## src/rtl/hazard_ctrl.sv

```systemverilog
// Pipeline hazard controller: per-register stall/flush codes and PC write enable.
// Optional macro HAZARD_PERF_EN adds saturating memory-wait/load-use/redirect counters.
module hazard_ctrl #(
    parameter int RF_ADDR_W = 5
) (
    input  logic                 clk,
    input  logic                 rst,
    input  logic                 im_stall,
    input  logic                 dm_stall,
    input  logic [RF_ADDR_W-1:0] id_rs1_addr,
    input  logic [RF_ADDR_W-1:0] id_rs2_addr,
    input  logic                 id_rs1_used,
    input  logic                 id_rs2_used,
    input  logic                 ex_mem_r,
    input  logic [RF_ADDR_W-1:0] ex_rd_addr,
    input  logic                 ex_pc_src,
    output logic                 pc_write,
    output logic [1:0]           if_id_sf,
    output logic [1:0]           id_ex_sf,
    output logic [1:0]           ex_mem_sf,
    output logic [1:0]           mem_wb_sf
`ifdef HAZARD_PERF_EN
    ,
    output logic [31:0]          perf_mem_stall,
    output logic [31:0]          perf_lu_stall,
    output logic [31:0]          perf_flush
`endif
);

    localparam logic [1:0] SF_PASS  = 2'b00;
    localparam logic [1:0] SF_STALL = 2'b10;
    localparam logic [1:0] SF_FLUSH = 2'b01;

    typedef enum logic [1:0] {S_RUN, S_WAIT, S_KILL} state_t;

    state_t state;
    logic   redir_pend;
    logic   kill_pend;

    logic gstall, taken, lu, kill_slot;
    logic rs1_hit, rs2_hit;
    logic mem_wait_cyc, lu_cyc, flush_cyc;

    assign gstall  = im_stall | dm_stall;
    assign taken   = ex_pc_src | redir_pend;
    assign rs1_hit = id_rs1_used && (id_rs1_addr == ex_rd_addr);
    assign rs2_hit = id_rs2_used && (id_rs2_addr == ex_rd_addr);
    assign lu      = ex_mem_r && (ex_rd_addr != '0) && (rs1_hit || rs2_hit);

    // The stale word fetched behind a redirect is killed once the front end is free again.
    assign kill_slot = !gstall && !taken &&
                       ((state == S_WAIT && kill_pend) || state == S_KILL);

    assign mem_wait_cyc = gstall;
    assign flush_cyc    = !gstall && taken;
    assign lu_cyc       = !gstall && !taken && !kill_slot && lu;

    always_comb begin
        pc_write  = 1'b1;
        if_id_sf  = SF_PASS;
        id_ex_sf  = SF_PASS;
        ex_mem_sf = SF_PASS;
        mem_wb_sf = SF_PASS;
        if (mem_wait_cyc) begin
            pc_write  = 1'b0;
            if_id_sf  = SF_STALL;
            id_ex_sf  = SF_STALL;
            ex_mem_sf = SF_STALL;
            mem_wb_sf = SF_STALL;
        end else if (flush_cyc) begin
            if_id_sf = SF_FLUSH;
            id_ex_sf = SF_FLUSH;
        end else if (kill_slot) begin
            if_id_sf = SF_FLUSH;
        end else if (lu_cyc) begin
            pc_write = 1'b0;
            if_id_sf = SF_STALL;
            id_ex_sf = SF_FLUSH;
        end
    end

    always_ff @(posedge clk or negedge rst) begin
        if (!rst) begin
            state      <= S_RUN;
            redir_pend <= 1'b0;
            kill_pend  <= 1'b0;
        end else begin
            unique case (state)
                S_RUN: begin
                    if (gstall) begin
                        state      <= S_WAIT;
                        redir_pend <= ex_pc_src;
                    end else if (ex_pc_src) begin
                        state <= S_KILL;
                    end
                end
                S_WAIT: begin
                    if (gstall) begin
                        redir_pend <= redir_pend | ex_pc_src;
                    end else if (taken) begin
                        state      <= S_KILL;
                        redir_pend <= 1'b0;
                        kill_pend  <= 1'b0;
                    end else begin
                        state     <= S_RUN;
                        kill_pend <= 1'b0;
                    end
                end
                S_KILL: begin
                    if (gstall) begin
                        state      <= S_WAIT;
                        kill_pend  <= 1'b1;
                        redir_pend <= ex_pc_src;
                    end else if (!ex_pc_src) begin
                        state <= S_RUN;
                    end
                end
                default: begin
                    state      <= S_RUN;
                    redir_pend <= 1'b0;
                    kill_pend  <= 1'b0;
                end
            endcase
        end
    end

`ifdef HAZARD_PERF_EN
    always_ff @(posedge clk or negedge rst) begin
        if (!rst) begin
            perf_mem_stall <= '0;
            perf_lu_stall  <= '0;
            perf_flush     <= '0;
        end else begin
            if (mem_wait_cyc && perf_mem_stall != 32'hFFFF_FFFF)
                perf_mem_stall <= perf_mem_stall + 32'd1;
            if (lu_cyc && perf_lu_stall != 32'hFFFF_FFFF)
                perf_lu_stall <= perf_lu_stall + 32'd1;
            if (flush_cyc && perf_flush != 32'hFFFF_FFFF)
                perf_flush <= perf_flush + 32'd1;
        end
    end
`endif

endmodule

```

## config.mk

```make
export PLATFORM = sky130hd
export DESIGN_NAME = hazard_ctrl
export DESIGN_NICKNAME = d
export VERILOG_FILES = /design/src/rtl/hazard_ctrl.sv
export SDC_FILE = /design/constraint.sdc
export NUM_CORES = 1
export LEC_CHECK = 0
export BUFFER_PORTS_ARGS = -buffer_cell sky130_fd_sc_hd__buf_2
export CORE_AREA = 2 2 39 41
export CTS_BUF_LIST = sky130_fd_sc_hd__clkbuf_16
export DETAILED_ROUTE_END_ITERATION = 12
export DIE_AREA = 0 0 41 43
export PLACE_DENSITY_LB_ADDON = 0.12
export SLEW_MARGIN = 20
export SYNTH_ARGS = -nofsm -noshare
export SYNTH_HDL_FRONTEND = slang
export SYNTH_SLANG_ARGS = --single-unit
```

## constraint.sdc

```tcl
create_clock -name clk -period 1.87 [get_ports clk]
set_input_delay 0.2805 -clock clk [delete_from_list [all_inputs] [get_ports clk]]
set_output_delay 0.2805 -clock clk [all_outputs]
set_load 0.02 [all_outputs]
```

### Yosys cells after proc, flatten, opt, wreduce, memory -nomap -nowiden

Index checks and enable logic that the tools add are counted.

| word-level totals | value |
|---|---|
| register bits after elaboration | 4 |
| logic and storage cells | 64 |

| cells by class | value |
|---|---|
| bitwise logic cells | 3 |
| reduce and logical (&&, ||, !) cells | 21 |
| multiplexer cells | 27 |
| eq/ne operators | 10 |

Operators with widths:

| cell | number |
|---|---|
| two-way mux 2 bit | 12 |
| two-way mux 1 bit | 12 |
| equality test 5 bit | 2 |
| logical AND 1 bit | 10 |
| inequality test 3 bit, second input constant | 3 |
| one-hot mux 2 bit (3 select lines) | 1 |
| AND reduction 3 bit | 2 |
| nonzero test 5 bit | 1 |
| inequality test 2 bit, second input constant | 2 |
| zero test 1 bit | 3 |
| one-hot mux 1 bit (3 select lines) | 1 |
| equality test 2 x 1 -> 1 bit, second input constant | 1 |
| equality test 2 bit, second input constant | 1 |
| zero test 2 bit | 1 |
| logical OR 1 bit | 2 |
| inequality test 2 x 1 -> 1 bit, second input constant | 1 |
| OR 1 bit | 2 |
| one-hot mux 1 bit (2 select lines) | 1 |
| AND reduction 2 bit | 1 |
| OR reduction 2 bit | 1 |
| NOT 1 bit | 1 |

### Longest topological paths before layout

| depth | value |
|---|---|
| depth after elaboration | 11 |
| depth in mapped cells | 4 |
| gate-level depth less buffers | 4 |

### Worst setup path before layout

No wires, ideal clock.

| timing path | value |
|---|---|
| path kind | input -> output |
| start | input ex_rd_addr[2] |
| end | output if_id_sf[1] |
| arrival time | 1.433 ns |
| slack | 0.156 ns |
| required time | 1.590 ns |
| cell stages on the path | 4 |
| cells stage by stage | xor2_1 > nor4_2 > a32oi_1 > o31ai_1 |

| on the way | value |
|---|---|
| word-level cells in the longest chain between the ends | 9 |

RTL lines:

| what | RTL line | text |
|---|---|---|
| from (decl) | 15 | `input logic [RF_ADDR_W-1:0] ex_rd_addr,` |
| equality test 5 bit, on equally long branches | 46, 47 |  |
| logical AND 1 bit, on equally long branches | 46, 47 |  |
| logical OR 1 bit | 48 | `assign lu = ex_mem_r && (ex_rd_addr != '0) && (rs1_hit \|\| rs2_hit);` |
| logical AND 1 bit (*) | 48 |  |
| logical AND 1 bit (*) | 56 | `assign lu_cyc = !gstall && !taken && !kill_slot && lu;` |
| two-way mux 2 bit (*) | 75 | `end else if (lu_cyc) begin` |
| two-way mux 2 bit (*) | 73 | `end else if (kill_slot) begin` |
| two-way mux 2 bit (*) | 70 | `end else if (flush_cyc) begin` |
| two-way mux 2 bit (*) | 64 | `if (mem_wait_cyc) begin` |
| to (decl) | 18 | `output logic [1:0] if_id_sf,` |

Mark *: on every way between the ends. The rest lies on a longest branch, timed or not.

### Worst setup path in the final report

| timing path | value |
|---|---|
| start | register redir_pend |
| end | output id_ex_sf[0] |

| on the way | value |
|---|---|
| word-level cells in the longest chain between the ends | 11 |

RTL lines:

| what | RTL line | text |
|---|---|---|
| from (decl) | 37 | `logic redir_pend;` |
| from (signal assigned) | 92 | `redir_pend <= ex_pc_src;` |
| from (signal assigned) | 99 | `redir_pend <= redir_pend \| ex_pc_src;` |
| from (signal assigned) | 113 | `redir_pend <= ex_pc_src;` |
| OR 1 bit (*) | 45 | `assign taken = ex_pc_src \| redir_pend;` |
| zero test 1 bit | 51, 56 |  |
| logical AND 1 bit | 51, 56 |  |
| logical AND 1 bit | 51 | `assign kill_slot = !gstall && !taken &&` |
| zero test 1 bit | 56 |  |
| logical AND 1 bit (2 in a row) | 56 |  |
| two-way mux 1 bit | 75 |  |
| two-way mux 1 bit | 73 |  |
| two-way mux 1 bit (*) | 70 |  |
| two-way mux 2 bit (*) | 64 |  |
| to (decl) | 19 | `output logic [1:0] id_ex_sf,` |

Marked as above.

==> impl_metrics.yaml <==
timing:
  slew_viol_final: 0
  setup_viol_count_final: 0
  rsz0062_at_grt: "yes"
  hold_viol_final: 0
  min_period_ns: 1.777
  finalSetupTns_ns: 0
  period_share_pct: 95.00
  fmaxAchievable_mhz: 562.9
  finClkSkew_ns: 0.001872
status:
  status: "finished, final reports clean"
cells_and_area:
  layout.nets: 105
  multiInputGateArea_um2: 261.5
  diodes: 0
  syn_to_final_growth_pct: 61.25
  fin_cells: 96
  drive_above_1_share_pct: 50.00
  regArea_um2: 101.3
  nFillCells: 146
logic_synthesis:
  synth-simple-area-share_pct: 18.44
  synth_compound_area_share_pct: 22.50
  netlist_area_um2: 400.4
  yosys.area_share.adder_pct: 0
  syn_inst: 48
  synth.mux.area_fraction_pct: 0
  yosysSeqAreaShare_pct: 25.00
  synth_top_family_by_area: "compound AO/OA/AOI/OAI gates"
  synth_xor_area_share_pct: 21.88
  avgSynthCellArea_um2: 8.341
  synth_cell_type_count: 26
  synth-seq-cells: 4
  yosys_warnings: 0
  synth_top_area_share_pct: 25.00
  synth_top_cell_by_area: "dfrtp_1"
  synthTopCellsByArea: "dfrtp_1, xor2_1, buf_4"
clock_tree:
  cts.path.max_buffers: 2
  clkLatencyLatePin_ns: 0.22
  numCtsBuffers: 3
  htreeDepth: 1
  cts.sink_count: 4
  cts_tree: "built"
  clk_pin_slew_worst_paths_ns: 0.03
  root_buffer: "clkbuf_16"
worst_setup_path:
  path_depth: 5
  r2r_start: "redir_pend$_DFFE_PN0P_"
  cp_cell_sequence: "nor2_2, o211ai_1, or3_1, o22ai_1, buf_4"
  cp_max_fo: 4
  arrival_ns: 1.50
  crit_family: "simple AND/OR/NAND/NOR gates"
  end_kind: "output pin"
  critPathKind: "flip-flop to output pin"
  rrSetupSlack_ns: 0.80
  crit_required_ns: 1.59
  worst-r2r-cell-count: 5
  crit_slowest_cell: "dfrtp_1"
  critPathMaxStageDelay_ns: 0.40
  path_buf_inv: 1
  start_kind: "flip-flop"
  worstReg2RegEnd: "redir_pend$_DFFE_PN0P_"
place:
  hpwlAfterDp_um: 743.7
  port_buffers: 29
  gp_congestion: 0.7721
  placed_cells: 90
detailed_routing:
  vias: 419
  drtIter0Drc: 0
  drc: 0
  dr.pass1.iters: 1
  routed_via_density: 4.365
  postRouteAntennaNets: 0
  wire_per_inst_um: 9.260
  wl_um: 889
power_and_ir_drop:
  switchingPower_mw: 0.1293
  vdd_drop_max_mv: 0.5901
  p_leak_nw: 0.3079
  p_int_mw: 0.4334
  clkPwrFrac_pct: 58.2
  combPwrFrac_pct: 21.7
  switching_share_pct: 22.98
  seqPwrFrac_pct: 20.1
  p_per_area_mw_per_mm2: 871.6
grt:
  grt_max_degree: 11
  overflow: 0
  grt_use_total_pct: 12.22
  grt_pass1_vias: 369
  grt_first_pass_wirelength_mm: 1.442
  antenna_found_initial: 0
flow_run:
  max_cap_viol_count: 0
die:
  design.core.area_mm2: 0.001384
  dieArea_mm2: 0.001763
  dieWidth_um: 41
  die_h_um: 43
  rows: 14
  start_util_pct: 28.93
  io_pins: 32
min_path:
  hp-class: "input pin to async pin"
-- synthesized netlist by cell type, drive strengths merged --
master  number
o31ai        1
o211ai       1
or4          1
dfrtp        4
a211oi       1
nor2         3
o21ai        2
nand3b       1
o22ai        1
or3          1
xor2         8
conb         1
nand2        1
and2         2
nand2b       1
inv          2
a32oi        1
nor4         2
xnor2        2
buf          5
o31a         1
a21oi        6
-- per-stage QoR --
step / instance area, um2 / utilization [%] / hold slack [ns] / setup WS [ns] / power (mW)
2_1_floorplan: 404.1 / - / -0.01509 / 0.1560 / 0.1847
3_3_place_gp: 539.3 / 38.97 / 0.08472 / 0.1020 / 0.2260
3_5_place_dp: 539.3 / 38.97 / 0.08705 / 0.1215 / 0.2264
4_1_cts: 624.3 / 45.12 / 0.3894 / 0.01707 / 0.5613
5_1_grt: 645.6 / 46.65 / 0.3992 / 0.006104 / 0.5962
6_report: 645.6 / 46.65 / 0.3922 / 0.09349 / 0.5627
-- sequential cells by signal (all words and copies together), names as in the netlist --
| register | flops |
|---|---|
| state | 2 |
| kill_pend | 1 |
| redir_pend | 1 |
-- repair_timing --
item | 4_1_cts | 5_1_grt
endpoints found under the setup margin | 0 | 1
gates resized for setup | 0 | 3
hold endpoints to repair | 4 | 0
setup buffers | 0 | 2
hold buffers | 1 | 0
-- logic make-up (layout without fill, tap and decap cells) --
kind of cell,count (synthesis),count (layout)
compound gates,14,14
simple gates,12,12
xor+xnor,10,10
buf+inv,7,38
flops,4,4
other cells,1,2
-- cell type report --
type | count | share of cell area [%]
multi-input combinational | 38 | 40.50
timing repair buffer | 33 | 27.91
sequential | 4 | 15.70
clock buffer | 3 | 11.63
tap | 16 | 3.101
inverter | 2 | 1.163
-- worst max-delay path by stage --
stage / startpoint / endpoint / slack [ns]
6_report: redir_pend$_DFFE_PN0P_ / id_ex_sf[0] / 0.09
5_1_grt: redir_pend$_DFFE_PN0P_ / id_ex_sf[0] / 0.006
4_1_cts: redir_pend$_DFFE_PN0P_ / id_ex_sf[0] / 0.02
3_5_place_dp: ex_rd_addr[2] / pc_write / 0.12
3_3_place_gp: ex_rd_addr[1] / pc_write / 0.10
2_1_floorplan: ex_rd_addr[2] / if_id_sf[1] / 0.16
-- layer usage --
layer / vias to the layer above / wire, um / GRT usage (%)
li1: 229 / - / -
met1: 174 / 406 / 16.72
met2: 16 / 414 / 16.25
met3: 0 / 68 / 3.141
met4: 0 / 0 / 8.000
met5: - / 0 / 0
-- power by group through the flow --
stage          clock network, mW  registers (mW)  logic [mW]
3_5_place_dp                   0           0.113       0.114
2_1_floorplan                  0           0.110      0.0744
5_1_grt                    0.342           0.116       0.138
4_1_cts                    0.334           0.112       0.115
6_report                   0.327           0.113       0.122
3_3_place_gp                   0           0.113       0.113
-- cells in the final DEF (no fill, tap or decap), types with 2 or more instances in the layout --
cell type,n
xnor2_1,2
buf_4,4
dfrtp_1,3
xor2_1,8
buf_2,28
a21oi_1,6
clkbuf_16,3
nor2_1,2
conb_1,2
(Power assumes the default switching activity.)
